File: src/rtl/b_pkg.sv
// Shared types and constants for the branch commit queue.
package b_pkg;

  localparam int BRQ_DEPTH = 8;

  // One queue slot: allocation-time prediction plus execution-time outcome.
  typedef struct packed {
    logic        vld;
    logic        done;
    logic [31:0] pc;
    logic        p_taken;
    logic [31:0] p_target;
    logic        a_taken;
    logic [31:0] a_target;
  } brq_entry_t;

  typedef enum logic {
    RUN   = 1'b0,
    FLUSH = 1'b1
  } brq_state_t;

endpackage

File: src/rtl/b_mispredict_chk.sv
// Compares a branch's predicted outcome with its actual outcome and
// produces the correct next fetch PC.
module b_mispredict_chk (
  input  logic        p_taken,
  input  logic [31:0] p_target,
  input  logic        a_taken,
  input  logic [31:0] a_target,
  input  logic [31:0] pc,
  output logic        dm,
  output logic        tm,
  output logic [31:0] next_pc
);

  // Direction miss, target miss (only meaningful when actually taken), and
  // the architecturally correct successor PC (wraps at 2^32).
  always_comb begin
    dm      = (p_taken != a_taken);
    tm      = a_taken && (p_target != a_target);
    next_pc = a_taken ? a_target : (pc + 32'd4);
  end

endmodule

File: src/rtl/b_commit_queue.sv
// In-order branch commit queue: allocates in program order, resolves out of
// order by tag, retires one entry per cycle into the predictor and flushes
// all younger entries on a mispredict.
module b_commit_queue
  import b_pkg::*;
#(
  parameter int DEPTH = BRQ_DEPTH,
  parameter int TAG_W = 3
) (
  input  logic             clk,
  input  logic             rst,
  input  logic             alloc_valid,
  input  logic [31:0]      alloc_pc,
  input  logic             alloc_taken,
  input  logic [31:0]      alloc_target,
  output logic             alloc_ready,
  output logic [TAG_W-1:0] alloc_tag,
  input  logic             res_valid,
  input  logic [TAG_W-1:0] res_tag,
  input  logic             res_taken,
  input  logic [31:0]      res_target,
  input  logic             retire_en,
  output logic             branch_commit,
  output logic [31:0]      pc_head,
  output logic             direct_resolved,
  output logic [31:0]      pc_resolved,
  output logic             direct_mispredict,
  output logic             flush,
  output logic [31:0]      flush_pc,
  output logic [TAG_W:0]   count
);

  localparam logic [TAG_W:0] DEPTH_C = (TAG_W + 1)'(DEPTH);

  brq_entry_t       entry_q [DEPTH];
  brq_entry_t       entry_d [DEPTH];
  logic [TAG_W-1:0] head_q, head_d;
  logic [TAG_W-1:0] tail_q, tail_d;
  logic [TAG_W:0]   count_q, count_d;
  brq_state_t       state_q, state_d;

  logic             branch_commit_q, branch_commit_d;
  logic [31:0]      pc_head_q, pc_head_d;
  logic             direct_resolved_q, direct_resolved_d;
  logic [31:0]      pc_resolved_q, pc_resolved_d;
  logic             direct_mispredict_q, direct_mispredict_d;
  logic             flush_q, flush_d;
  logic [31:0]      flush_pc_q, flush_pc_d;

  brq_entry_t       head_ent;
  logic             retire;
  logic             alloc_fire;
  logic             head_dm;
  logic             head_tm;
  logic             head_mispredict;
  logic [31:0]      head_next_pc;

  // Handshake outputs come from registered state only.
  always_comb begin
    alloc_ready = (state_q == RUN) && (count_q < DEPTH_C);
    alloc_tag   = tail_q;
    count       = count_q;
  end

  // Head-entry view and the retire / allocate qualifiers.
  always_comb begin
    head_ent        = entry_q[head_q];
    retire          = (state_q == RUN) && head_ent.vld && head_ent.done && retire_en;
    alloc_fire      = alloc_valid && alloc_ready;
    head_mispredict = head_dm || head_tm;
  end

  b_mispredict_chk u_chk (
    .p_taken  (head_ent.p_taken),
    .p_target (head_ent.p_target),
    .a_taken  (head_ent.a_taken),
    .a_target (head_ent.a_target),
    .pc       (head_ent.pc),
    .dm       (head_dm),
    .tm       (head_tm),
    .next_pc  (head_next_pc)
  );

  // Next-state logic: RUN handles alloc/resolve/retire; FLUSH is a single
  // dead cycle that ignores the front end while the pipeline redirects.
  always_comb begin
    entry_d             = entry_q;
    head_d              = head_q;
    tail_d              = tail_q;
    count_d             = count_q;
    state_d             = state_q;
    branch_commit_d     = 1'b0;
    direct_mispredict_d = 1'b0;
    flush_d             = 1'b0;
    pc_head_d           = pc_head_q;
    direct_resolved_d   = direct_resolved_q;
    pc_resolved_d       = pc_resolved_q;
    flush_pc_d          = flush_pc_q;

    case (state_q)
      RUN: begin
        if (retire) begin
          entry_d[head_q].vld = 1'b0;
          head_d              = head_q + 1'b1;
          branch_commit_d     = 1'b1;
          pc_head_d           = head_ent.pc;
          direct_resolved_d   = head_ent.a_taken;
          pc_resolved_d       = head_next_pc;
          flush_pc_d          = head_next_pc;
          direct_mispredict_d = head_dm;
          flush_d             = head_mispredict;
        end

        if (retire && head_mispredict) begin
          // Everything younger than the mispredicted branch is wrong-path.
          for (int i = 0; i < DEPTH; i++) begin
            entry_d[i].vld = 1'b0;
          end
          tail_d  = head_q + 1'b1;
          count_d = '0;
          state_d = FLUSH;
        end else begin
          // A resolution only lands on a live, not-yet-resolved entry.
          if (res_valid && entry_q[res_tag].vld && !entry_q[res_tag].done) begin
            entry_d[res_tag].done     = 1'b1;
            entry_d[res_tag].a_taken  = res_taken;
            entry_d[res_tag].a_target = res_target;
          end
          if (alloc_fire) begin
            entry_d[tail_q] = '{vld: 1'b1, done: 1'b0, pc: alloc_pc,
                                p_taken: alloc_taken, p_target: alloc_target,
                                a_taken: 1'b0, a_target: 32'd0};
            tail_d = tail_q + 1'b1;
          end
          count_d = count_q + (TAG_W + 1)'(alloc_fire) - (TAG_W + 1)'(retire);
        end
      end

      FLUSH: begin
        state_d = RUN;
      end

      default: begin
        state_d = RUN;
      end
    endcase
  end

  // State and output registers with asynchronous reset.
  always_ff @(posedge clk or posedge rst) begin
    if (rst) begin
      for (int i = 0; i < DEPTH; i++) begin
        entry_q[i] <= '0;
      end
      head_q              <= '0;
      tail_q              <= '0;
      count_q             <= '0;
      state_q             <= RUN;
      branch_commit_q     <= 1'b0;
      pc_head_q           <= '0;
      direct_resolved_q   <= 1'b0;
      pc_resolved_q       <= '0;
      direct_mispredict_q <= 1'b0;
      flush_q             <= 1'b0;
      flush_pc_q          <= '0;
    end else begin
      for (int i = 0; i < DEPTH; i++) begin
        entry_q[i] <= entry_d[i];
      end
      head_q              <= head_d;
      tail_q              <= tail_d;
      count_q             <= count_d;
      state_q             <= state_d;
      branch_commit_q     <= branch_commit_d;
      pc_head_q           <= pc_head_d;
      direct_resolved_q   <= direct_resolved_d;
      pc_resolved_q       <= pc_resolved_d;
      direct_mispredict_q <= direct_mispredict_d;
      flush_q             <= flush_d;
      flush_pc_q          <= flush_pc_d;
    end
  end

  // Registered commit/flush outputs.
  always_comb begin
    branch_commit     = branch_commit_q;
    pc_head           = pc_head_q;
    direct_resolved   = direct_resolved_q;
    pc_resolved       = pc_resolved_q;
    direct_mispredict = direct_mispredict_q;
    flush             = flush_q;
    flush_pc          = flush_pc_q;
  end

endmodule

File: config.mk
export PLATFORM = sky130hd
export DESIGN_NAME = b_commit_queue
export DESIGN_NICKNAME = d
export VERILOG_FILES = /design/src/rtl/b_pkg.sv /design/src/rtl/b_mispredict_chk.sv /design/src/rtl/b_commit_queue.sv
export SDC_FILE = /design/constraint.sdc
export NUM_CORES = 2
export LEC_CHECK = 0
export ABC_CLOCK_PERIOD_IN_PS = 69800
export CAP_MARGIN = 25
export CELL_PAD_IN_SITES_DETAIL_PLACEMENT = 0
export CELL_PAD_IN_SITES_GLOBAL_PLACEMENT = 1
export CORE_MARGIN = 5
export CORE_UTILIZATION = 30
export DETAILED_ROUTE_END_ITERATION = 10
export PLACE_DENSITY_LB_ADDON = 0.1
export SLEW_MARGIN = 20
export SYNTH_ARGS = -nofsm -noshare
export SYNTH_HDL_FRONTEND = slang
export SYNTH_HIERARCHICAL = 1
export SYNTH_SLANG_ARGS = --single-unit
export TNS_END_PERCENT = 1
File: constraint.sdc
create_clock -name clk -period 69.8 [get_ports clk]
set_input_delay 20.94 -clock clk [delete_from_list [all_inputs] [get_ports clk]]
set_output_delay 20.94 -clock clk [all_outputs]
set_load 0.02 [all_outputs]
==> impl_metrics.csv <==
group,metric,value,unit
pwr,p_total,2.59,mW
route,drc,0,
yosys,yosysSeqAreaShare,52.0,%
sta,fmax,40.6,MHz
placement,place_area,45900,sq um
floorplan,rows,137,
clock_network,ctsLongestPathBuffers,3,
sta,setup-tns-final,0,ps
pwr,power-per-cell-area,52.4,nW/um^2
cells_and_area,fin_cells,5210,
yosys,syn_area,42200,sq um
sta,worst_slack,45150,ps
cells_and_area,fillers,13400,
sta,whs,488,ps
sta,finalClockSkew,31.5,ps
floorplan,core,140000,sq um
route,routed_wl,144,mm
global_route,grt_pass1_wl,212,mm
yosys,syn_inst,3175,
route,drt-initial-drc-count,1859,
route,first_pass_iters,5,
cells_and_area,final-seq-area,22000,sq um
global_route,grt_antenna_before_repair,28,
yosys,syn-num-nets,3289,
placement,portBuffers,213,
route,wl_per_cell,27.5,microns
clock_network,cts-root-buf,"clkbuf_16",
global_route,grt_pass1_vias,30300,
yosys,postSynthAreaPerCell,13.3,sq um
floorplan,die_h,385,microns
status,status,"finished, final reports clean",
setup_path,critPathArrivalTime,25200,ps
clock_network,clk_latency,690,ps
clock_network,cts_resized,0,
yosys,synthArstFlopShare,100,%
placement,place_congestion,0.756,
global_route,overflow,0,
placement,dpl_worst_slack,43990,ps
setup_path,start_kind,"input port",
sta,hold_viol,0,
cells_and_area,final_area,49500,sq um
pwr,p_leak,21.1,nW
clock_network,cts.clk_slew.worst_paths,60,ps
setup_path,cp_max_fo,59,
route,avgViaCountPerCell,5.23,
pwr,irDropWorstVdd,0.0280,mV
clock_network,cts_hold_buf,0,
setup_path,worstSetupEndpointType,"flip-flop",
sta,fin_crit,24650,ps
route,ant_nets,0,
placement,dp.cells,4999,
cells_and_area,multi_input_area,18800,sq um
clock_network,cts_setup_buffers,0,
clock_network,htreeDepth,3,
floorplan,initial_core_util,30.2,%
global_route,grt_max_degree,153,
yosys,synth_ff_type,"dfrtp_1",
cells_and_area,final_nets,3347,
cells_and_area,fin_util,35.4,%
sta,worstMarginPinSlew,1090,ps
setup_path,critPathKind,"in -> reg",
job,maxCapViolations,0,
setup_path,worstPathRequired,70350,ps
sta,relSlewSlack,27.3,%
yosys,yosys_warnings,6,
clock_network,cts_sinks,878,
clock_network,cts_buffers,106,
cells_and_area,drive_gt1_share,34.1,%
route,num_vias,27300,
floorplan,ioPinCount,214,
floorplan,die_width,385,microns
global_route,grtUsageTotal,19.3,%
clock_network,cts_tree,"done",
sta,slew_viol_final,0,
yosys,ys_ff_latch,878,
sta,finalSetupViolations,0,
cells_and_area,area.growth.synth_to_final,17.2,%
yosys,synth_edf_count,0,
sta,fin_crit_sh,35.3,%
placement,hpwlAfterDp,83.4,mm
sta,rsz0062_at_grt,"no",
worst_hold_path,min_path_type,"reg -> reg",
floorplan,die-area,148000,sq um
yosys,synthDistinctLibCells,63,
cell usage in the layout (no fill, tap or decap), types with 9 or more instances in the layout:
cell and instances:
dfrtp_1 875, mux2_2 614, clkdlybuf4s50_1 213, mux4_2 196
a21oi_1 175, o21ai_0 164, nand3_1 150, nor2_1 126
mux2i_1 115, nand2_1 110, clkbuf_16 108, mux2_4 61
xnor2_1 45, and2_1 41, buf_4 32, clkbuf_8 25
clkinv_2 25, clkbuf_1 23, inv_1 22, nand4_1 17
diode_2 16, a31oi_1 14, buf_12 12, xor2_1 9
or3_1 9
final cells by class:
cell class,instances,area share [%]
well taps,1876,4.74
repair buffers,261,5.43
flip-flops and latches,878,44.4
clock buffers,156,6.33
multi-input cells,1960,38.0
inverters,26,0.217
diodes,16,0.0809
clock inverters,37,0.819
sequential cells by signal, indices dropped and copies added (netlist names):
| register | count |
|---|---|
| entry_q | 800 |
| flush_pc | 32 |
| pc_head | 32 |
| count | 4 |
| alloc_tag | 3 |
| head_q | 3 |
| branch_commit | 1 |
| direct_mispredict | 1 |
| direct_resolved | 1 |
| flush | 1 |
cell families (layout without fill, tap and decap cells):
logic type	count (synthesis)	count (layout)	share of synthesized area [%]
xor gates and xnor gates	54	54	1.12
DFF	878	878	52.0
muxes	992	992	31.9
other	0	16	0
buffers and inverters	337	480	3.75
adders and majority gates	8	8	0.255
AOI/OAI and AO/OA	396	396	5.03
and+or+nand+nor	510	510	5.95
worst paths after layout:
kind | cells past startpoint | endpoint | from | slack (ps)
setup / recovery | 9 | entry_q[553]$_DFFE_PP0P_ | retire_en | 45150
hold / removal | 1 | entry_q[183]$_DFFE_PP0P_ | entry_q[183]$_DFFE_PP0P_ | 490
setup reg to reg | 16 | entry_q[553]$_DFFE_PP0P_ | head_q[2]$_DFFE_PP0P_ | 60360
hold reg to reg | 1 | entry_q[183]$_DFFE_PP0P_ | entry_q[183]$_DFFE_PP0P_ | 490
max in group asynchronous | 7 | entry_q[248]$_DFFE_PP0P_ | rst | 45380
min in group asynchronous | 2 | entry_q[695]$_DFFE_PP0P_ | rst | 20830
report_power, final:
part           total [mW]  leakage, nW  internal, mW  switching, mW
Combinational        1.14         8.17         0.549          0.589
Clock               0.562         1.76         0.338          0.224
Sequential          0.893         11.2         0.748          0.145
Total                2.59         21.1          1.63          0.957
synthesized netlist by cell type, types with 11 or more instances:
library cell	number	area, sq um
clkbuf_1	147	552
mux2i_1	115	1150
and2_1	41	257
a21oi_1	177	886
mux2_4	61	916
buf_6	11	124
mux4_2	196	4410
nand3_1	150	751
buf_2	82	410
buf_1	36	135
a31oi_1	14	87.6
xnor2_1	45	394
mux2_2	614	6910
inv_1	23	86.3
dfrtp_1	878	22000
o21ai_0	166	831
buf_4	35	263
nor2_1	130	488
nand2_1	112	420
nand4_1	17	106
worst max-delay path: stages:
cell and delay, ps:
clkdlybuf4s50_1 620, o211a_1 240, o221a_2 250, nand2_8 550, inv_4 210, nor4_4 280
buf_4 720, buf_4 900, mux2_4 350
metal layers:
metal	share of wire [%]	up-vias	GRT usage, %
li1	-	11600	-
met1	44	14600	26.5
met2	46	837	30.6
met3	6.2	214	4.13
met4	3.0	2	6.53
met5	0.0091	-	0
(Power assumes the default switching activity.)
